File: config.mk
export PLATFORM = sky130hd
export DESIGN_NAME = ext_unit_pipe_flat
export DESIGN_NICKNAME = d
export VERILOG_FILES = /design/src/rtl/ext_unit_pipe_if.sv /design/src/rtl/ext_unit_pipe.sv /design/src/flat_wrapper.sv
export SDC_FILE = /design/constraint.sdc
export NUM_CORES = 1
export LEC_CHECK = 0
export ABC_AREA = 0
export BUFFER_PORTS_ARGS = -buffer_cell sky130_fd_sc_hd__buf_2
export CAP_MARGIN = 20
export CORE_MARGIN = 3
export CORE_UTILIZATION = 55
export DETAILED_ROUTE_END_ITERATION = 6
export HOLD_SLACK_MARGIN = 0.1
export PLACE_DENSITY = 0.86
export SLEW_MARGIN = 20
export SYNTH_ARGS = -nofsm -noshare
export SYNTH_HDL_FRONTEND = slang
export SYNTH_SLANG_ARGS = --single-unit
File: constraint.sdc
create_clock -name clk -period 2.7 [get_ports clk]
set_clock_uncertainty 0.2 [all_clocks]
set_input_delay 0.54 -clock clk [delete_from_list [all_inputs] [get_ports clk]]
set_output_delay 0.54 -clock clk [all_outputs]
set_load 0.05 [all_outputs]
File: src/rtl/ext_unit_pipe_if.sv
// Request/result handshake bundle for ext_unit_pipe.
// master = producer/consumer side, slave = the extender itself.
interface ext_unit_pipe_if #(
    parameter int OUT_W = 32
) ();
    localparam int OW = $clog2(OUT_W / 8);

    logic             in_valid;
    logic             in_ready;
    logic [OUT_W-1:0] in_data;
    logic [2:0]       in_mode;
    logic [OW-1:0]    in_off;
    logic             out_valid;
    logic             out_ready;
    logic [OUT_W-1:0] out_data;
    logic             out_err;

    modport master (
        output in_valid, in_data, in_mode, in_off, out_ready,
        input  in_ready, out_valid, out_data, out_err
    );

    modport slave (
        input  in_valid, in_data, in_mode, in_off, out_ready,
        output in_ready, out_valid, out_data, out_err
    );
endinterface

File: src/rtl/ext_unit_pipe.sv
// Pipelined immediate / load-data extender with a main result register plus a 1-entry skid.
// Optional statistics counters are built when EXT_STATS_EN is defined.
module ext_unit_pipe #(
    parameter int IN_W  = 16,
    parameter int OUT_W = 32
) (
    input  logic           clk,
    input  logic           rst_n,
`ifdef EXT_STATS_EN
    input  logic           stat_clr,
    output logic [31:0]    stat_ops,
    output logic [15:0]    stat_err,
`endif
    ext_unit_pipe_if.slave bus
);
    localparam int NL = OUT_W / 8;
    localparam int OW = $clog2(NL);

    generate
        if ((OUT_W % 16) != 0 || IN_W > OUT_W || IN_W < 1) begin : g_bad_params
            $error("ext_unit_pipe: illegal IN_W/OUT_W combination");
        end
    endgenerate

    typedef enum logic [2:0] {
        MODE_ZERO  = 3'd0,
        MODE_SIGN  = 3'd1,
        MODE_UPPER = 3'd2,
        MODE_LB    = 3'd3,
        MODE_LBU   = 3'd4,
        MODE_LH    = 3'd5,
        MODE_LHU   = 3'd6,
        MODE_WORD  = 3'd7
    } mode_e;

    typedef struct packed {
        logic             err;
        logic [OUT_W-1:0] data;
    } res_t;

    mode_e         mode;
    logic [IN_W-1:0] imm;
    logic [OW-1:0] off_even;
    logic [7:0]    byte_v;
    logic [15:0]   half_v;
    res_t          ext_res;

    assign mode     = mode_e'(bus.in_mode);
    assign imm      = bus.in_data[IN_W-1:0];
    assign off_even = bus.in_off & ~OW'(1);
    // Lane select: byte lane n lives at bits [8n+7:8n]; a half lane starts at the even byte.
    assign byte_v   = 8'(bus.in_data >> {bus.in_off, 3'b000});
    assign half_v   = 16'(bus.in_data >> {off_even, 3'b000});

    always_comb begin
        // NOTE: every output of a combinational block gets a default first so no path infers a latch.
        ext_res = '0;
        case (mode)
            MODE_ZERO:  ext_res.data = OUT_W'(imm);
            MODE_SIGN:  ext_res.data = OUT_W'($signed(imm));
            MODE_UPPER: ext_res.data = OUT_W'(imm) << (OUT_W - IN_W);
            MODE_LB:    ext_res.data = OUT_W'($signed(byte_v));
            MODE_LBU:   ext_res.data = OUT_W'(byte_v);
            MODE_LH: begin
                if (bus.in_off[0]) ext_res.err  = 1'b1;
                else               ext_res.data = OUT_W'($signed(half_v));
            end
            MODE_LHU: begin
                if (bus.in_off[0]) ext_res.err  = 1'b1;
                else               ext_res.data = OUT_W'(half_v);
            end
            MODE_WORD:  ext_res.data = bus.in_data;
        endcase
    end

    logic in_ready_q, in_ready_d;
    logic main_valid_q, main_valid_d;
    logic skid_valid_q, skid_valid_d;
    res_t main_q, main_d;
    res_t skid_q, skid_d;
    logic accept;
    logic drain;

    assign accept = bus.in_valid && in_ready_q;
    assign drain  = main_valid_q && bus.out_ready;

    // The skid only fills when main is stalled, so in_ready gating guarantees it is empty on accept.
    always_comb begin
        main_valid_d = main_valid_q;
        main_d       = main_q;
        skid_valid_d = skid_valid_q;
        skid_d       = skid_q;
        if (!main_valid_q || drain) begin
            if (skid_valid_q) begin
                main_valid_d = 1'b1;
                main_d       = skid_q;
                skid_valid_d = 1'b0;
            end else begin
                main_valid_d = accept;
                if (accept) main_d = ext_res;
            end
        end else if (accept) begin
            skid_valid_d = 1'b1;
            skid_d       = ext_res;
        end
        in_ready_d = !skid_valid_d;
    end

    always_ff @(posedge clk or negedge rst_n) begin
        if (!rst_n) begin
            in_ready_q   <= 1'b0;
            main_valid_q <= 1'b0;
            skid_valid_q <= 1'b0;
            main_q       <= '0;
            skid_q       <= '0;
        end else begin
            // NOTE: non-blocking assignments for all state so every register samples pre-edge values.
            in_ready_q   <= in_ready_d;
            main_valid_q <= main_valid_d;
            skid_valid_q <= skid_valid_d;
            main_q       <= main_d;
            skid_q       <= skid_d;
        end
    end

    assign bus.in_ready  = in_ready_q;
    assign bus.out_valid = main_valid_q;
    assign bus.out_data  = main_q.data;
    assign bus.out_err   = main_q.err;

`ifdef EXT_STATS_EN
    logic [31:0] ops_q;
    logic [15:0] err_q;

    // Clear has priority over a same-cycle handshake; counters wrap naturally.
    always_ff @(posedge clk or negedge rst_n) begin
        if (!rst_n) begin
            ops_q <= '0;
            err_q <= '0;
        end else if (stat_clr) begin
            ops_q <= '0;
            err_q <= '0;
        end else if (drain) begin
            ops_q <= ops_q + 32'd1;
            if (main_q.err) err_q <= err_q + 16'd1;
        end
    end

    assign stat_ops = ops_q;
    assign stat_err = err_q;
`endif
endmodule

File: src/flat_wrapper.sv
// flat-port wrapper written by rule: the top's interface ports become plain ports
module ext_unit_pipe_flat 
#(
    parameter int IN_W  = 16,
    parameter int OUT_W = 32
)
  (clk, rst_n, bus_in_valid, bus_in_data, bus_in_mode, bus_in_off, bus_out_ready, bus_in_ready, bus_out_valid, bus_out_data, bus_out_err);
  ext_unit_pipe_if #(.OUT_W(OUT_W)) bus_i ();
  input  logic clk;
  input  logic rst_n;
  input wire logic [$bits(bus_i.in_valid)-1:0] bus_in_valid;
  input wire logic [$bits(bus_i.in_data)-1:0] bus_in_data;
  input wire logic [$bits(bus_i.in_mode)-1:0] bus_in_mode;
  input wire logic [$bits(bus_i.in_off)-1:0] bus_in_off;
  input wire logic [$bits(bus_i.out_ready)-1:0] bus_out_ready;
  output wire logic [$bits(bus_i.in_ready)-1:0] bus_in_ready;
  output wire logic [$bits(bus_i.out_valid)-1:0] bus_out_valid;
  output wire logic [$bits(bus_i.out_data)-1:0] bus_out_data;
  output wire logic [$bits(bus_i.out_err)-1:0] bus_out_err;
  assign bus_i.in_valid = bus_in_valid;
  assign bus_i.in_data = bus_in_data;
  assign bus_i.in_mode = bus_in_mode;
  assign bus_i.in_off = bus_in_off;
  assign bus_i.out_ready = bus_out_ready;
  assign bus_in_ready = bus_i.in_ready;
  assign bus_out_valid = bus_i.out_valid;
  assign bus_out_data = bus_i.out_data;
  assign bus_out_err = bus_i.out_err;
  ext_unit_pipe #(.IN_W(IN_W), .OUT_W(OUT_W)) u_core (.clk(clk), .rst_n(rst_n), .bus(bus_i));
endmodule
==> qor.csv <==
stage,metric,value,unit
layout,syn_to_final_growth,18.9,%
min_path,hp-class,flop to flop,
placed_design,gp_congestion,0.945,
logic_synthesis,syn_nets,449,
sta,hold_violations,0,
sta,finalSetupViolCount,0,
sta,rsz0062_at_grt,no,
global_routing,grt_pass1_vias,3377,
logic_synthesis,ys_seq_area_share,47.1,%
flow_run,drv_cap,0,
worst_setup_path,critical_path_class,flop to flop,
routing,routed_wl,10300,µm
floorplanning,dieArea,0.00769,mm²
floorplanning,boundaryPins,76,
logic_synthesis,syn-cell-area,0.00367,mm²
layout,layout_common_cells,"buf_2, dfrtp_1, a21oi_1",
worst_setup_path,r2r_start,u_core.bus.out_valid$_DFFE_PN0P_,
status,status,"complete, no violations",
global_routing,track_usage,28.1,%
routing,route.detailed.drc,0,
floorplanning,start_util,57.1,%
logic_synthesis,synth-adder-area-share,0,%
clocking,cts_sinks,69,
clocking,numCtsBuffers,9,
routing,drt_iter0_drc,336,
floorplanning,core-area,0.00642,mm²
placed_design,hpwl,7150,µm
clocking,htree_num_levels,3,
logic_synthesis,synthXorXnorAreaFrac,0.239,%
logic_synthesis,ys_ff_latch,69,
placed_design,portBuffers,75,
min_path,whs_path_depth,2,
logic_synthesis,synth_cells,408,
worst_setup_path,crit_chain,nor2b_1 -> buf_12 -> nand3_1 -> nor3_4 -> a21oi_1,
layout,layout_commonest_cell,buf_2,
worst_setup_path,worst_setup_path_start_kind,flop,
logic_synthesis,synthFlopType,dfrtp_1,
sta,relSlewSlack,42.5,%
floorplanning,fp.dieW,87.7,µm
sta,period_share,84.4,%
worst_setup_path,slowest_delay,640,ps
logic_synthesis,synth_compound_area_share,27.5,%
routing,wl_per_cell,18.5,µm
power_and_ir_drop,total_power,4.03,mW
power_and_ir_drop,power_density,924,mW/mm²
power_and_ir_drop,irDropWorstVdd,461,µV
floorplanning,rows,29,
worst_setup_path,r2r_cells,5,
worst_setup_path,cp.arrival,2270,ps
routing,vias,3556,
clocking,clockRootBuffer,clkbuf_8,
sta,finalMaxSlewViolations,0,
sta,worstMarginPinSlew,859,ps
global_routing,grt_pass1_wl,16800,µm
worst_setup_path,crit_buf_inv,1,
layout,fin_util,67.9,%
sta,finalCriticalPeriod,2280,ps
global_routing,grt_max_degree,44,
floorplanning,die_h,87.7,µm
logic_synthesis,synthSimpleGateAreaFrac,18.5,%
logic_synthesis,ys_warn_count,0,
worst_setup_path,cp_data_required_time,2690,ps
sta,finalHoldWorstSlack,294,ps
layout,diodes,0,
min_path,hp-start,u_core.skid_q[32]$_DFFE_PN0P_,
logic_synthesis,synthMuxAreaShare,1.47,%
logic_synthesis,postSynthAreaPerCell,8.99,µm²
logic_synthesis,async_flop_share,100,%
layout,drive_gt1_share,24.4,%
clocking,post-cts-setup-buffers,0,
clocking,clk_latency,350,ps
routing,routed_via_density,6.38,
worst_setup_path,timing.critical_path.fanout_max,29,
power_and_ir_drop,p_leak,1.93,nW
clocking,cts_tree,done,
clocking,cts_buffer_depth,2,
logic_synthesis,ys_types,48,
global_routing,grt_overflow,0,
global_routing,antenna_found_initial,0,
worst_setup_path,path_delay_family,simple AND/OR/NAND/NOR gates,
sta,fmax,439,MHz
worst_setup_path,reg2reg_to,u_core.skid_q[22]$_DFFE_PN0P_,
logic_synthesis,synth_edf_count,0,
routing,dr.pass1.iters,5,
min_path,min_to,u_core.skid_q[32]$_DFFE_PN0P_,
worst_setup_path,crit_path_end_kind,flop,
routing,final_antenna_net_count,0,
logic_synthesis,synth_top_family_by_area,compound AO/OA/AOI/OAI gates,
clocking,cts.clk_slew.worst_paths,70,ps
worst_setup_path,r2r_setup_slack,420,ps
worst_setup_path,crit_slowest_cell,nor3_4,
sta,fin_setup_tns,0,ps
layout,nNetsFinal,516,
-- repair_timing --
item	CTS	global route
resized for setup	0	0
setup endpoints to repair	0	0
hold endpoints to repair	23	0
hold buffers	1	0
-- cells by family (layout without fill, tap and decap cells) --
group | count (synthesis) | after routing
AOI/OAI and AO/OA | 161 | 161
xor gates and xnor gates | 1 | 1
buffers and inverters | 42 | 114
DFF | 69 | 69
and+or+nand+nor | 131 | 131
muxes | 4 | 4
-- report_power, final --
part           leakage [nW]  switching, mW  internal [mW]
sequential            0.811          0.160           1.34
clock                 0.119          0.394          0.637
combinational         0.996           1.09          0.403
total                  1.93           1.65           2.38
-- metrics by stage --
stage / cells / area, µm² / setup WS, ps
global placement: 540 / 4100 / 257
CTS: 557 / 4360 / 444
detailed placement: 540 / 4100 / 191
global route: 557 / 4360 / 216
floorplan: 408 / 3670 / 429
finish: 557 / 4360 / 420
-- state kept, by name, indices dropped and copies added, names as in the netlist --
signal and cells:
u_core.skid_q 33, u_core.bus.out_err 1, u_core.bus.in_ready 1, u_core.bus.out_data 32, u_core.bus.out_valid 1, u_core.skid_valid_q 1
-- layer usage --
metal	vias to the layer above	track usage [%]	share of wire (%)
met3	17	4.52	9.9
li1	1628	-	-
met2	225	44.7	48
met4	0	11.7	1.6
met1	1686	38.4	41
met5	-	0	0
-- worst min-delay path, delay by kind of cell (launching register included) --
kind	cells	cell delay (ps)
AOI/OAI and AO/OA	1	70
DFF	1	350
and+or+nand+nor	1	40
-- how the worst max path moves through the flow --
stage	from	end	cells after the start
5_1_grt	u_core.bus.out_valid$_DFFE_PN0P_	u_core.bus.out_data[25]$_DFFE_PN0P_	6
3_5_place_dp	bus_out_ready	u_core.skid_q[22]$_DFFE_PN0P_	6
2_1_floorplan	u_core.bus.in_ready$_DFF_PN0_	u_core.bus.out_data[22]$_DFFE_PN0P_	6
6_report	u_core.bus.out_valid$_DFFE_PN0P_	u_core.skid_q[22]$_DFFE_PN0P_	5
4_1_cts	u_core.bus.out_valid$_DFFE_PN0P_	u_core.bus.out_data[24]$_DFFE_PN0P_	6
3_3_place_gp	bus_in_off[1]	u_core.skid_q[30]$_DFFE_PN0P_	5
-- layout make-up --
type                       instances  area [µm²]
timing repair buffer              88         500
clock buffer                      10         138
fill                             503        2060
inverter                          10        37.5
clock inverter                     6         110
multi-input combinational        297        1750
tap                               77        96.3
sequential                        69        1730
-- synthesized netlist by cell type (3+ instances only) --
cell type / n / area share (%)
nand3_1: 3 / 0.41
a21bo_2: 3 / 0.82
nand2b_1: 7 / 1.2
a31oi_1: 21 / 3.6
dfrtp_1: 69 / 47
nand2_1: 38 / 3.9
o21ai_0: 42 / 5.7
a21oi_1: 48 / 6.5
a22o_1: 15 / 3.6
clkbuf_1: 23 / 2.4
buf_6: 4 / 1.2
o221ai_1: 6 / 1.4
nor2_1: 34 / 3.5
inv_1: 10 / 1.0
nor3_1: 3 / 0.41
or3_1: 24 / 4.1
a22oi_1: 7 / 1.4
buf_2: 4 / 0.55
and3_1: 9 / 1.5
No activity file was read; power rests on OpenSTA's default activity.
